<file path="config.mk">
export PLATFORM = sky130hd
export DESIGN_NAME = divu_hilo_unit
export DESIGN_NICKNAME = d
export VERILOG_FILES = /design/src/rtl/divu_hilo_unit.sv
export SDC_FILE = /design/constraint.sdc
export NUM_CORES = 1
export LEC_CHECK = 0
export CORE_UTILIZATION = 61
export CTS_BUF_LIST = sky130_fd_sc_hd__clkbuf_4 sky130_fd_sc_hd__clkbuf_8
export DETAILED_ROUTE_END_ITERATION = 8
export PLACE_DENSITY = 0.88
export REMOVE_ABC_BUFFERS = 1
export SKIP_CTS_REPAIR_TIMING = 1
export SYNTH_ARGS = -nofsm -noshare
export SYNTH_HDL_FRONTEND = slang
export SYNTH_SLANG_ARGS = --single-unit
</file>
<file path="constraint.sdc">
create_clock -name clk -period 9.8 [get_ports clk]
set_input_delay 2.45 -clock clk [delete_from_list [all_inputs] [get_ports clk]]
set_output_delay 2.45 -clock clk [all_outputs]
set_load 0.05 [all_outputs]
</file>
<file path="src/rtl/divu_hilo_unit.sv">
// divu_hilo_unit
// Multi-cycle unsigned restoring divider with architectural HI/LO registers.
// One quotient bit per cycle; a result lands in hi/lo WIDTH cycles after start.
//
// Ports:
//   clk        in   clock, rising-edge
//   rst        in   asynchronous active-high reset
//   start      in   one-cycle DIVU request, accepted only when idle
//   dividend   in   WIDTH, sampled on an accepted start
//   divisor    in   WIDTH, sampled on an accepted start
//   hilo_rd    in   ID holds an MFHI/MFLO
//   busy       out  division in progress (registered)
//   done       out  one-cycle pulse, hi/lo just updated (registered)
//   hilo_stall out  busy & (hilo_rd | start), combinational
//   hi         out  WIDTH, remainder of last completed DIVU
//   lo         out  WIDTH, quotient of last completed DIVU
module divu_hilo_unit #(
    parameter int unsigned WIDTH = 32
) (
    input  logic             clk,
    input  logic             rst,
    input  logic             start,
    input  logic [WIDTH-1:0] dividend,
    input  logic [WIDTH-1:0] divisor,
    input  logic             hilo_rd,
    output logic             busy,
    output logic             done,
    output logic             hilo_stall,
    output logic [WIDTH-1:0] hi,
    output logic [WIDTH-1:0] lo
);

    localparam int unsigned CntW = (WIDTH > 1) ? $clog2(WIDTH) : 1;
    localparam logic [CntW-1:0] CntMax = CntW'(WIDTH - 1);

    localparam logic [0:0] StIdle = 1'b0;
    localparam logic [0:0] StRun  = 1'b1;

    logic [0:0]      state_q, state_d;
    logic            busy_q, busy_d;
    logic            done_q, done_d;
    logic [WIDTH-1:0] hi_q, hi_d;
    logic [WIDTH-1:0] lo_q, lo_d;
    logic [CntW-1:0] cnt_q, cnt_d;
    logic [WIDTH:0]  rem_q, rem_d;
    logic [WIDTH-1:0] quo_q, quo_d;
    logic [WIDTH-1:0] dvs_q, dvs_d;

    logic [WIDTH:0]  rem_sh;
    logic [WIDTH:0]  trial;
    logic            trial_ge;

    // Shift {rem, quo} left: quotient MSB enters the remainder LSB.
    assign rem_sh   = {rem_q[WIDTH-1:0], quo_q[WIDTH-1]};
    assign trial    = rem_sh - {1'b0, dvs_q};
    // rem_q[WIDTH] is never set after a restoring step; folding it in keeps the
    // compare correct for the full WIDTH+1-bit partial remainder.
    assign trial_ge = rem_q[WIDTH] | (rem_sh >= {1'b0, dvs_q});

    always_comb begin
        state_d = state_q;
        busy_d  = busy_q;
        done_d  = 1'b0;
        hi_d    = hi_q;
        lo_d    = lo_q;
        cnt_d   = cnt_q;
        rem_d   = rem_q;
        quo_d   = quo_q;
        dvs_d   = dvs_q;
        unique case (state_q)
            StIdle: begin
                if (start) begin
                    dvs_d   = divisor;
                    quo_d   = dividend;
                    rem_d   = '0;
                    cnt_d   = '0;
                    busy_d  = 1'b1;
                    state_d = StRun;
                end
            end
            StRun: begin
                if (trial_ge) begin
                    rem_d = trial;
                    quo_d = {quo_q[WIDTH-2:0], 1'b1};
                end else begin
                    rem_d = rem_sh;
                    quo_d = {quo_q[WIDTH-2:0], 1'b0};
                end
                cnt_d = cnt_q + 1'b1;
                if (cnt_q == CntMax) begin
                    hi_d    = rem_d[WIDTH-1:0];
                    lo_d    = quo_d;
                    busy_d  = 1'b0;
                    done_d  = 1'b1;
                    state_d = StIdle;
                end
            end
            default: state_d = StIdle;
        endcase
    end

    always_ff @(posedge clk or posedge rst) begin
        if (rst) begin
            state_q <= StIdle;
            busy_q  <= 1'b0;
            done_q  <= 1'b0;
            hi_q    <= '0;
            lo_q    <= '0;
            cnt_q   <= '0;
            rem_q   <= '0;
            quo_q   <= '0;
            dvs_q   <= '0;
        end else begin
            state_q <= state_d;
            busy_q  <= busy_d;
            done_q  <= done_d;
            hi_q    <= hi_d;
            lo_q    <= lo_d;
            cnt_q   <= cnt_d;
            rem_q   <= rem_d;
            quo_q   <= quo_d;
            dvs_q   <= dvs_d;
        end
    end

    assign busy       = busy_q;
    assign done       = done_q;
    assign hi         = hi_q;
    assign lo         = lo_q;
    assign hilo_stall = busy_q & (hilo_rd | start);

endmodule
</file>
Word level (Yosys, flattened, before mapping)
Index checks and enable logic that the tools add are counted.

Input port bits: 68. Flip-flop bits (word level): 169. Output and inout bits: 67. Logic and storage cells: 38.

Bitwise logic cells: 4. Equality and inequality tests: 3. Add/subtract/negate cells: 2. Magnitude comparators: 1. Mux-type cells: 16. Reductions and logical operators: 3.

Operators with widths (number): 33-bit 2-to-1 mux (2); 33-bit case mux with 2 select lines (1); 32-bit case mux with 2 select lines (1); 33-bit by 32-bit >= comparator with 1-bit output (1); 33-bit by 32-bit subtractor with 33-bit output (1); 32-bit 2-to-1 mux (1); 5-bit case mux with 2 select lines (1); 1-bit 2-to-1 mux (7); 2-bit AND reduction (3); 5-bit by 1-bit adder with 5-bit output, second input constant (1); 5-bit == test, second input constant (1); 5-bit 2-to-1 mux (1); 1-bit case mux with 2 select lines (2); 2-bit by 1-bit != test with 1-bit output, second input constant (1); 2-bit != test, second input constant (1); 1-bit bitwise OR (2); 1-bit bitwise AND (1); 1-bit NOT (1).

Longest topological paths before layout
Depth after elaboration: 4. Gate-level depth with buffers: 13. Depth with buffers taken out: 12.

Least setup slack after synthesis
Ideal clock, no wire load.

Kind: input port to output port. Start point: input start. End point: output hilo_stall. Cell stages on the path: 3. Buffers on the path: 2. Arrival time: 3702 ps. Data required time: 7350 ps. Slack: 3648 ps. Cell sequence: buf_1 > buf_1 > o21a_1.

Longest elaborated chain between the ends: 2.

Ends and longest elaborated chain: from (decl) (RTL line 22) `input logic start,`; 1-bit bitwise OR (RTL line 130) `assign hilo_stall = busy_q & (hilo_rd | start);`; 1-bit bitwise AND (RTL line 130); to (decl) (RTL line 28) `output logic hilo_stall,`.

No other way between the ends.

Worst setup path after layout
Same ends and word-level chain as after synthesis.

==> flow_summary.toml <==
[critical_path]
cp_top_family = "buffers and inverters"
crit_type = "input port to output pin"
startpoint_type = "input port"
reg2reg_depth = 12
crit_slowest_cell = "clkdlybuf4s50_1"
regToRegEndpoint = "rem_q[24]"
end_kind = "output pin"
path_cells = "buf_2 > buf_4 > o21a_1 > clkdlybuf4s50_1"
critical_path.max_stage_delay_ns = 0.80
worstPathMaxFanout = 39
r2r_slack_ns = 6.06
regToRegStartpoint = "quo_q[31]"
worstPathArrival_ns = 4.11
crit_buf_inv = 3
critPathRequiredTime_ns = 7.35

[timing]
fin_crit_sh_pct = 66.9
fin_skew_ns = 0.0184
finalMaxSlewViolations = 0
max_freq_ghz = 0.152
final-setup-viol-count = 0
hold-worst-slack_ns = 0.486
rsz0062_at_grt = "no"
period_needed_ns = 6.56
tns_ns = 0
slew_headroom_pct = 26.1
tightestPinTransition_ns = 1.11
hold_viol = 0

[min_path]
worstHoldStart = "quo_q[4]"
whs_path_depth = 2
hold_end = "lo[5]"
hold_path_class = "flip-flop to flip-flop"

[cts]
cts_tree = "yes"
htreeDepth = 4
cts_sinks = 169
clk_transition_reported_paths_ns = 0.11
numCtsBuffers = 17
insertion_delay_ns = 0.49
clk_path_buf_depth = 2
cts_root_buffer = "clkbuf_8"

[route]
wl_um = 24600
wire_per_inst_um = 18.1
vias = 8451
via_per_inst = 6.21
drc_errors = 15
ant_nets = 0
drtPass1Iterations = 7
drtIter0Drc = 745

[finish]
drive_gt1_share_pct = 5.69
seq_area_um2 = 4230
utilization_pct = 75.5
fillers = 1083
syn2layout_area_growth_pct = 19.4
finalNetCount = 1267
antennaDiodeCount = 0
multi_input_area_um2 = 4640

[placement]
gp_congestion = 0.945
dp_hpwl_um = 16600
io_buffers = 134

[job]
cap_viol_max_count = 0

[status]
violations = "DRC"
status = "finished with violations"

[yosys]
synth.most_common_cell = "nand2_1"
synth_area_leaders = "dfrtp_1 (46%), nand2_1 (9.7%), o21ai_0 (5.4%)"
yosysTopAreaCellShare_pct = 45.5
syn_inst = 1064
yosys_register_bits = 169
synth_common_cells = "nand2_1 (241), dfrtp_1 (169), o21ai_0 (101)"
ys_seq_area_share_pct = 45.5
yosys_warnings = 0
synth_area_per_cell_um2 = 8.73
async_reset_ff_share_pct = 100
yosys.area.top_type = "dfrtp_1"
synth_area_um2 = 9290
synth_cell_types = 65
synth_edf_count = 0
synth_top_flop_cell = "dfrtp_1"

[global_routing]
grt_max_degree = 87
antenna_found_initial = 0
grt_pass1_vias = 8309
grt-ovfl-total = 0
grt_use_total_pct = 32.7
grt_pass1_wl_um = 41000

[floorplan]
start_util_pct = 63.2
ios = 135
die_area_um2 = 15700
core-area_um2 = 14700
die_h_um = 125
row_count = 44
fp.dieW_um = 125
layout make-up:
type / instances / share of cell area, %
Multi-Input combinational cell: 787 / 41.8
Clock inverter: 15 / 1.59
Sequential cell: 169 / 38.1
Clock buffer: 17 / 2.11
Timing Repair Buffer: 145 / 12.8
Tap cell: 184 / 2.07
Inverter: 44 / 1.53
worst max path at each step:
stage,startpoint,to,depth (start not counted)
2_1_floorplan,rst,busy,1
3_3_place_gp,start,hilo_stall,4
3_5_place_dp,start,hilo_stall,4
4_1_cts,start,hilo_stall,4
5_1_grt,start,hilo_stall,4
6_report,start,hilo_stall,4
through the flow:
step	instances	instance area, um2	setup slack (ns)
6_report	1361	11100	3.24
2_1_floorplan	1000	9010	2.77
3_3_place_gp	1329	10700	3.27
3_5_place_dp	1329	10700	3.25
4_1_cts	1361	11100	3.24
5_1_grt	1361	11100	3.20
sequential cells by signal, indices dropped and copies added (netlist names):
name / flops
cnt_q: 5
rem_q: 33
hi: 32
busy: 1
dvs_q: 32
done: 1
state_q: 1
lo: 32
quo_q: 32
layer usage:
metal | global-route usage (%) | vias to the layer above | share of wire, %
met3 | 5.13 | 64 | 6.2
li1 | - | 3956 | -
met2 | 53.3 | 368 | 48
met1 | 43.2 | 4063 | 43
met4 | 15.4 | 0 | 3.3
met5 | 0 | - | 0
cell usage in the layout, fill, tap and decap left out, types with 3 or more instances in the layout:
cell	n
o31ai_1	15
o21a_1	6
xor2_1	13
inv_8	4
mux2i_1	33
clkinv_8	4
a21o_1	10
o211ai_1	27
a211oi_1	4
clkbuf_8	17
o31ai_2	3
buf_4	11
inv_1	41
and2_1	9
nor3_1	21
clkdlybuf4s50_1	133
o311ai_0	3
nand4_1	25
a31oi_1	23
and3_1	10
nand3_1	36
inv_6	4
o311ai_1	6
dfrtp_1	168
nor2_1	44
o21ai_1	9
nand2_1	240
nor2b_1	5
a21oi_1	45
ha_1	34
nor4_1	3
o21ai_0	101
a41oi_1	4
xnor2_1	13
o21bai_1	4
kinds of logic after synthesis:
family	Yosys count	share of synthesized area (%)
buf+inv	108	4.75
xor+xnor	26	2.45
flops	169	45.5
compound gates	286	19.6
simple gates	405	19.1
mux	35	3.80
fa+ha+maj	35	4.80
worst min-delay path, cell delays in order (launching register included):
cell and delay, ns:
dfrtp_1 0.38, nand2_1 0.05, nand2_1 0.05
Power is not shown: default switching activity piles up to over one toggle a cycle in this logic, so the estimate is an artifact.
